--- src/rtl/vga_sync_gen.sv ---
// VGA raster timing generator: pixel/line counters plus decoded sync, active and blanking strobes.
// Build option: define VGA_PIX_DIV_EN to advance one pixel every PIX_DIV clocks instead of every clock.
module vga_sync_gen #(
    parameter int H_ACTIVE = 640,
    parameter int H_FP     = 16,
    parameter int H_SYNC   = 96,
    parameter int H_BP     = 48,
    parameter int V_ACTIVE = 480,
    parameter int V_FP     = 10,
    parameter int V_SYNC   = 2,
    parameter int V_BP     = 33,
    parameter int PIX_DIV  = 2
) (
    input  logic       clk,
    input  logic       rst_n,
    output logic [9:0] x,
    output logic [9:0] y,
    output logic       h_sync,
    output logic       v_sync,
    output logic       active,
    output logic       blanking_start,
    output logic       pix_ce
);
    localparam int H_TOTAL = H_ACTIVE + H_FP + H_SYNC + H_BP;
    localparam int V_TOTAL = V_ACTIVE + V_FP + V_SYNC + V_BP;

    localparam logic [9:0] H_LAST       = 10'(H_TOTAL - 1);
    localparam logic [9:0] V_LAST       = 10'(V_TOTAL - 1);
    localparam logic [9:0] H_ACT        = 10'(H_ACTIVE);
    localparam logic [9:0] V_ACT        = 10'(V_ACTIVE);
    localparam logic [9:0] V_ACT_LAST   = 10'(V_ACTIVE - 1);
    localparam logic [9:0] H_SYNC_START = 10'(H_ACTIVE + H_FP);
    localparam logic [9:0] H_SYNC_END   = 10'(H_ACTIVE + H_FP + H_SYNC);
    localparam logic [9:0] V_SYNC_START = 10'(V_ACTIVE + V_FP);
    localparam logic [9:0] V_SYNC_END   = 10'(V_ACTIVE + V_FP + V_SYNC);

    logic [9:0] r_x;
    logic [9:0] r_y;
    logic       w_pix_ce;

`ifdef VGA_PIX_DIV_EN
    localparam int DIV_W = (PIX_DIV > 1) ? $clog2(PIX_DIV) : 1;
    localparam logic [DIV_W-1:0] DIV_LAST = DIV_W'(PIX_DIV - 1);

    logic [DIV_W-1:0] r_div;

    always_ff @(posedge clk or negedge rst_n) begin
        if (!rst_n) begin
            r_div <= '0;
        end else if (r_div == DIV_LAST) begin
            r_div <= '0;
        end else begin
            r_div <= r_div + DIV_W'(1);
        end
    end

    assign w_pix_ce = (r_div == DIV_LAST);
`else
    assign w_pix_ce = 1'b1;
`endif

    // y only moves on the pixel that wraps x, so a frame ends exactly at (H_LAST, V_LAST).
    always_ff @(posedge clk or negedge rst_n) begin
        if (!rst_n) begin
            r_x <= '0;
            r_y <= '0;
        end else if (w_pix_ce) begin
            if (r_x == H_LAST) begin
                r_x <= '0;
                r_y <= (r_y == V_LAST) ? '0 : r_y + 10'd1;
            end else begin
                r_x <= r_x + 10'd1;
            end
        end
    end

    assign x              = r_x;
    assign y              = r_y;
    assign pix_ce         = w_pix_ce;
    assign active         = (r_x < H_ACT) && (r_y < V_ACT);
    assign h_sync         = !((r_x >= H_SYNC_START) && (r_x < H_SYNC_END));
    assign v_sync         = !((r_y >= V_SYNC_START) && (r_y < V_SYNC_END));
    assign blanking_start = (r_x == H_ACT) && (r_y == V_ACT_LAST);
endmodule

--- config.mk ---
export PLATFORM = sky130hd
export DESIGN_NAME = vga_sync_gen
export DESIGN_NICKNAME = d
export VERILOG_FILES = /design/src/rtl/vga_sync_gen.sv
export SDC_FILE = /design/constraint.sdc
export NUM_CORES = 1
export LEC_CHECK = 0
export BUFFER_PORTS_ARGS = -buffer_cell sky130_fd_sc_hd__buf_2
export CORE_MARGIN = 2
export CORE_UTILIZATION = 35
export CTS_CLUSTER_DIAMETER = 40
export DETAILED_ROUTE_END_ITERATION = 10
export GPL_ROUTABILITY_DRIVEN = 0
export PLACE_DENSITY = 0.66
export SETUP_SLACK_MARGIN = 0.05
export SYNTH_ARGS = -nofsm -noshare
export SYNTH_HDL_FRONTEND = slang
export SYNTH_SLANG_ARGS = --single-unit
--- constraint.sdc ---
create_clock -name clk -period 1.95 [get_ports clk]
set_input_delay 0.585 -clock clk [delete_from_list [all_inputs] [get_ports clk]]
set_output_delay 0.585 -clock clk [all_outputs]
set_load 0.05 [all_outputs]
==> impl_metrics.toml, run 1 <==
[floorplanning]
core_area_um2 = 3030
start_util = 0.364
num_io_pins = 27
die_y_um = 60.2
num_rows = 20
die_w_um = 60.2
die_area_um2 = 3620

[clock_tree]
clkSlewWorstSetupHoldPaths_ns = 0.12
clockRootBuffer = "clkbuf_4"
cts_inserted_buffers = 3
cts_buffer_depth = 2
cts_sinks = 20
clkLatencyLatePin_ns = 0.31
cts_max_level = 1
cts_tree = "yes"

[power]
total_power_uw = 645
p_leak_nw = 0.783
powerDensity_nw_per_um2 = 395
irDropWorstVdd_mv = 0.167

[worst_setup_path]
r2r_cells = 5
critical_path_required_ns = 1.36
r2r-end = "y[7]"
crit_arrival_ns = 1.66
cp-startpoint = "x[0]"
r2r_setup_slack_ns = -0.01
crit_path_end_kind = "output pin"
path_max_fanout = 2
r2r-start = "x[5]"
start_kind = "flip-flop"
crit_type = "flip-flop to output pin"

[synth]
synth_sequential_area_ratio = 0.454
synth_edf_count = 0
ys.flop_type = "dfrtp_1"
avgSynthCellArea_um2 = 9.60
synth_warnings = 0
syn_nets = 121
async_flop_share = 1.00
synth_cell_types = 36
syn_inst = 115
synth_area_um2 = 1100
ys_ff_latch = 20

[global_route]
grt.overflow.total = 0
grt_pass1_wl_um = 4480
antenna_found_initial = 0
grtUsageTotal = 0.168
grt_max_degree = 21
grt_pass1_vias = 1013

[cells_and_area]
mostFrequentLayoutCells = "22 x buf_4, 21 x buf_2, 14 x dfrtp_2"
nets = 172
drive_gt1_frac = 0.539
syn2layout_area_growth_pct = 47.8
fillCellCount = 271
final_common_cell = "buf_4"
n_antenna_cell = 0

[detailed_routing]
avgViaCountPerCell = 5.02
drc = 0
drt_wl_total_um = 3010
vias = 1049
drt-initial-drc-count = 42
drtAntennaViolNets = 0
routedWlPerCell_um = 14.4
dr.pass1.iters = 4

[status]
violations = "setup timing"
outcome = "complete, but fails checks"

[placement]
hpwl_um = 1950
io_buffers = 25

[sta]
finalHoldViolCount = 0
grt_setup_unrepaired = "yes"
min_period_ns = 2.25
skew_ns = 0.00106
slew_violations = 0
hold_ws_ns = 0.213
fmax_mhz = 445
finalCritPeriodShare = 1.15
finalWorstSetupSlack_ns = -0.299
setup-violations-final = 4

[hold_path]
hp-class = "input pin to asynchronous set/reset pin"

[job]
cap_violations = 0
-- Yosys cell counts, types with 3 or more instances --
| cell type | count | area [µm²] |
|---|---|---|
| inv_1 | 6 | 22.5 |
| o21ai_0 | 7 | 35.0 |
| nand2b_1 | 3 | 18.8 |
| nand2_1 | 11 | 41.3 |
| nand4_1 | 5 | 31.3 |
| nand3_1 | 12 | 60.1 |
| nor2_1 | 8 | 30.0 |
| ha_1 | 4 | 50.1 |
| xor2_1 | 6 | 52.6 |
| dfrtp_1 | 20 | 500 |
| xnor2_1 | 4 | 35.0 |
-- logic make-up (layout without fill, tap and decap cells) --
family,after synthesis,after routing,share of synthesized area
flip-flops,20,20,0.454
AND/OR/NAND/NOR,58,58,0.305
AO/OA/AOI/OAI,12,12,0.0658
adder cells (fa/ha/maj),4,4,0.0454
buffers and inverters,9,59,0.0385
other,1,1,0.00340
XOR/XNOR,10,10,0.0794
multiplexers,1,1,0.00907
-- metrics by stage --
step | setup TNS (ns) | setup slack, ns | utilization | cells | area, µm²
6_report | -0.323 | -0.299 | 0.539 | 209 | 1630
5_1_grt | -0.675 | -0.401 | 0.539 | 209 | 1630
4_1_cts | -0.246 | -0.240 | 0.510 | 203 | 1540
3_5_place_dp | 0 | 0.0342 | 0.460 | 192 | 1390
3_3_place_gp | 0 | 0.0545 | 0.460 | 192 | 1390
2_1_floorplan | -0.0771 | -0.0268 | - | 115 | 1150
-- flip-flops by register name, indices dropped and copies added, names as in the netlist --
| signal | cells |
|---|---|
| y | 10 |
| x | 10 |
-- critical path, stage by stage, from the launching register on --
cell and delay [ns]:
dfrtp_2 0.42, inv_1 0.06, ha_1 0.18, nand4b_1 0.15, nor3_2 0.12, nand3_1 0.15
nor2_4 0.13, buf_8 0.15
-- per-layer routing --
metal	global-route usage	up-vias	wire (µm)
li1	-	504	-
met1	0.205	515	1270
met2	0.292	26	1600
met3	0.0195	4	84
met4	0.0762	0	45
met5	0	-	0
-- worst max-delay path by stage --
stage                                end  slack (ns)  cells after the start
after floorplan                     y[9]       -0.03                      4
after global placement    blanking_start        0.05                      7
after detailed placement  blanking_start        0.03                      7
after CTS                 blanking_start       -0.24                      7
after global routing      blanking_start       -0.40                      7
final                     blanking_start       -0.30                      7
-- power by group --
part / internal (mW) / switching [mW] / total, mW
combinational: 0.000718 / 0.0124 / 0.0132
sequential: 0.414 / 0 / 0.414
clock: 0.0799 / 0.137 / 0.217
total: 0.495 / 0.150 / 0.645
-- repair_timing --
| item | in CTS | in global routing |
|---|---|---|
| endpoints found under the setup margin | 7 | 12 |
| pin swaps | 3 | 2 |
| resized for setup | 21 | 9 |
| buffers inserted | 7 | 6 |
| endpoints found under the hold margin | 0 | 0 |
| hold buffers | 0 | 0 |
-- cell type report --
type | instances | area, µm² | area share
clock buffer | 4 | 26.3 | 0.0161
tap | 44 | 55.1 | 0.0337
multi-input combinational | 86 | 664 | 0.407
timing repair buffer | 49 | 345 | 0.212
sequential | 20 | 518 | 0.317
inverter | 6 | 22.5 | 0.0138
Power figures use the tool's default switching activity.
==> inputs of run 2 (changes only) <==
--- a/config.mk
+++ b/config.mk
@@ -6,7 +6,7 @@
 export NUM_CORES = 1
 export LEC_CHECK = 0
 export BUFFER_PORTS_ARGS = -buffer_cell sky130_fd_sc_hd__buf_2
-export CORE_MARGIN = 2
+export CORE_MARGIN = 8
 export CORE_UTILIZATION = 35
 export CTS_CLUSTER_DIAMETER = 40
 export DETAILED_ROUTE_END_ITERATION = 10
==> run 2 against run 1 <==
  * Maximum frequency increased by 5.3%
  * Flip-flop and latch count unchanged
  * The flow still finishes with violations (setup timing)
  * Non-clock buffer count down 9
  * Cell count shrank 4.3%
  * Sequential share of layout area rose by 1.5 points
  * Register-to-register slack better by 0.07 ns
  * Clock power is 12% higher
  * Combinational power shrank 5%
==> impl_metrics.toml, run 2 (synthesis gave the netlist of run 1 again) <==
[sta]
hold_ws_ns = 0.205
skew_ns = 0.000602
fmax_mhz = 468
finalCritPeriodShare = 1.10
finalSetupTns_ns = -0.306
setup-violations-final = 3
finalWorstSetupSlack_ns = -0.187
grt_setup_unrepaired = "yes"
slew_violations = 0
min_period_ns = 2.14
finalHoldViolCount = 0

[placement]
dp_cells = 191
hpwl_um = 2020
io_buffers = 25
placed_area_um2 = 1390
dp_slack_ns = 0.0219

[global_route]
grt_pass1_wl_um = 4690
grt_max_degree = 21
antenna_found_initial = 0
grt.overflow.total = 0
grtUsageTotal = 0.113
grt_pass1_vias = 1040

[detailed_routing]
met3WireLength_um = 95
wl_met1_um = 1170
drtAntennaViolNets = 0
drt_wl_total_um = 2750
avgViaCountPerCell = 4.98
drc = 0
dr.pass1.iters = 4
wl_met2_um = 1420
vias = 996
top_layer = "met4"
routedWlPerCell_um = 13.7
drt-initial-drc-count = 33

[clock_tree]
cts_inserted_buffers = 3
cts_buffer_depth = 2
clkLatencyLatePin_ns = 0.30
hold_buffers = 0
cts_tree = "yes"
clockRootBuffer = "clkbuf_4"
clkSlewWorstSetupHoldPaths_ns = 0.11
cts_max_level = 1
cts_sinks = 20

[worst_setup_path]
crit_path_end_kind = "output pin"
r2r-end = "y[7]"
path_max_fanout = 2
crit_type = "flip-flop to output pin"
r2r_cells = 5
critical_path_required_ns = 1.36
r2r_setup_slack_ns = 0.06
start_kind = "flip-flop"
crit_arrival_ns = 1.55
r2r-start = "x[5]"

[power]
powerDensity_nw_per_um2 = 432
p_leak_nw = 0.717
p_comb_frac = 0.019
p_clk_frac = 0.363
switching_share = 0.210
total_power_uw = 670
internal-power_uw = 529
p_seq_frac = 0.618
irDropWorstVdd_mv = 0.197
switchingPower_uw = 141

[cells_and_area]
fin_area_um2 = 1550
drive_gt1_frac = 0.500
nets = 163
syn2layout_area_growth_pct = 40.5
final_common_cell = "buf_2"
fin_cells = 200
mostFrequentLayoutCells = "21 x buf_2, 15 x buf_4, 12 x dfrtp_2"
fillCellCount = 282
post-route-util = 0.512
n_antenna_cell = 0

[floorplanning]
num_io_pins = 27
die_area_um2 = 5210
die_y_um = 72.2
start_util = 0.364
core_area_um2 = 3030
num_rows = 20
die_w_um = 72.2

[hold_path]
hp-class = "input pin to asynchronous set/reset pin"

[job]
cap_violations = 0

[status]
violations = "setup timing"
outcome = "complete, but fails checks"
==> run 2: repair_timing <==
action | in CTS | in global routing
pin swaps | 5 | 1
hold endpoints to repair | 0 | 0
endpoints found under the setup margin | 6 | 8
resized for setup | 16 | 7
setup buffers | 3 | 2
==> run 2: layout make-up <==
type                            instances  area, µm²  area share
Inverter                                6       22.5      0.0145
Multi-Input combinational cell         86        643       0.415
Clock buffer                            4       36.3      0.0234
Sequential cell                        20        515       0.333
Timing Repair Buffer                   40        278       0.179
Tap cell                               44       55.1      0.0355
==> run 2: how the worst max path moves through the flow <==
stage	from	end	depth (start not counted)
floorplan	x[4]	y[9]	4
global placement	x[0]	blanking_start	7
detailed placement	x[0]	blanking_start	7
CTS	x[0]	blanking_start	7
global route	y[5]	blanking_start	4
finish	x[0]	blanking_start	7
==> run 2: power by group through the flow <==
stage,clock (mW),combinational (mW),sequential (mW)
after global placement,0,0.0133,0.422
final,0.243,0.0126,0.414
after CTS,0.249,0.0134,0.414
after floorplan,0,0.00574,0.423
after detailed placement,0,0.0135,0.422
after global routing,0.271,0.0147,0.415
==> run 2: critical path, stage by stage (launching register included) <==
cell and delay [ns]:
dfrtp_2 0.42, inv_1 0.05, ha_1 0.14, nand4b_1 0.11, nor3_2 0.15, nand3_2 0.11
nor2_4 0.11, buf_8 0.15
==> run 2: per-layer routing <==
layer	track usage	up-vias
li1	-	488
met5	0	-
met1	0.124	483
met2	0.197	19
met4	0.0726	0
met3	0.0207	6
==> inputs of run 3 (changes only) <==
--- a/config.mk
+++ b/config.mk
@@ -12,6 +12,7 @@
 export DETAILED_ROUTE_END_ITERATION = 10
 export GPL_ROUTABILITY_DRIVEN = 0
 export PLACE_DENSITY = 0.66
+export REMOVE_ABC_BUFFERS = 1
 export SETUP_SLACK_MARGIN = 0.05
 export SYNTH_ARGS = -nofsm -noshare
 export SYNTH_HDL_FRONTEND = slang
==> run 3 against run 2 <==
  * The flow still finishes with violations (setup timing)
  * Cell count rose by 5.0%
  * Total power fell by 6.6%
  * Die area did not move
  * Global-route usage rose by 0.76 points
  * Maximum frequency rose by 1.6%
  * Largest cell class unchanged
==> impl_metrics.toml, run 3 (synthesis gave the netlist of run 1 again) <==
[status]
outcome = "complete, but fails checks"
violations = "setup timing"

[detailed_routing]
wl_met1_um = 1280
top_layer = "met4"
routedWlPerCell_um = 14.5
drtAntennaViolNets = 0
dr.pass1.iters = 4
wl_met2_um = 1580
drt-initial-drc-count = 51
drt_wl_total_um = 3050
met3WireLength_um = 135
vias = 1051
avgViaCountPerCell = 5.00
drc = 0

[cells_and_area]
fin_area_um2 = 1620
n_antenna_cell = 0
drive_gt1_frac = 0.488
mostFrequentLayoutCells = "21 x buf_4, 20 x buf_2, 19 x dfrtp_1"
final_common_cell = "buf_4"
syn2layout_area_growth_pct = 47.2
nets = 174
post-route-util = 0.536
fin_cells = 210

[global_route]
grt_pass1_vias = 1074
grt.overflow.total = 0
grtUsageTotal = 0.121
grt_pass1_wl_um = 5080
grt_max_degree = 21
antenna_found_initial = 0

[floorplanning]
core_area_um2 = 3030
num_io_pins = 27
die_w_um = 72.2
die_area_um2 = 5210
die_y_um = 72.2
num_rows = 20
start_util = 0.364

[clock_tree]
cts_inserted_buffers = 3
clkLatencyLatePin_ns = 0.30
clkSlewWorstSetupHoldPaths_ns = 0.11
cts_sinks = 20
clockRootBuffer = "clkbuf_4"
cts_buffer_depth = 2
cts_max_level = 1
cts_tree = "yes"

[sta]
grt_setup_unrepaired = "yes"
finalWorstSetupSlack_ns = -0.153
skew_ns = 0.00646
finalHoldViolCount = 0
slew_violations = 0
fmax_mhz = 475
finalCritPeriodShare = 1.08
setup-violations-final = 2
min_period_ns = 2.10

[worst_setup_path]
crit_type = "flip-flop to output pin"
critical-path-slowest-cell = "dfrtp_1"
crit_path_end_kind = "output pin"
path_max_fanout = 2
start_kind = "flip-flop"
critical_path_required_ns = 1.36
crit_path_cell_trace = "inv_2, ha_1, nand4b_1, nor3_2, nand3_1, nor2_1, buf_6"
max_stage_delay_ns = 0.42
crit_arrival_ns = 1.52

[placement]
io_buffers = 25
dp_cells = 198
hpwl_um = 2230
dp_slack_ns = 0.0688
placed_area_um2 = 1390

[hold_path]
hp-class = "input pin to asynchronous set/reset pin"

[power]
irDropWorstVdd_mv = 0.297
total_power_uw = 626
powerDensity_nw_per_um2 = 385
p_leak_nw = 0.802

[job]
cap_violations = 0
-- run 3: cell types whose count changed in the layout (fill, tap and decap cells not counted), sizes merged --
cell / change
clkbuf: -1
buf: +11
-- run 3: repair_timing --
item | CTS | global route
setup buffers | 6 | 4
setup endpoints to repair | 5 | 13
resized for setup | 19 | 24
hold buffers | 0 | 0
pin swaps | 5 | 10
-- run 3: metal layers --
metal	GRT usage	vias to the layer above
li1	-	509
met1	0.137	517
met2	0.216	21
met3	0.0289	4
met4	0.0385	0
met5	0	-
-- run 3: power by group --
| group | internal, mW | switching, mW |
|---|---|---|
| Clock | 0.0720 | 0.126 |
| Sequential | 0.415 | 0 |
| Combinational | 0.000720 | 0.0122 |
-- run 3: metrics by stage --
| stage | hold WS, ns | TNS, ns |
|---|---|---|
| 4_1_cts | 0.227 | -0.325 |
| 2_1_floorplan | 0.289 | -1.86 |
| 3_5_place_dp | 0.535 | 0 |
| 3_3_place_gp | 0.532 | 0 |
| 6_report | 0.213 | -0.220 |
| 5_1_grt | 0.227 | -0.587 |
-- run 3: layout make-up --
type | instances | area (µm²)
timing repair buffer | 51 | 378
multi-input combinational | 86 | 644
sequential | 20 | 502
clock buffer | 3 | 22.5
inverter | 6 | 22.5
fill | 294 | 1400
tap | 44 | 55.1
-- run 3: final timing paths --
check	start	slack, ns	to	cells past startpoint
setup / recovery	x[1]	-0.15	blanking_start	7
hold / removal	rst_n	0.21	y[4]	1
setup reg to reg	x[7]	0.01	y[8]	5
hold reg to reg	x[0]	0.55	x[0]	2
max in group asynchronous	rst_n	1.40	y[2]	1
min in group clk	x[0]	0.55	x[0]	2
-- run 3: critical path: cells and delay by family (launching register included) --
kind          cells  cell delay, ns
fa+ha+maj         1            0.14
buf+inv           2            0.23
flops             1            0.42
simple gates      4            0.44
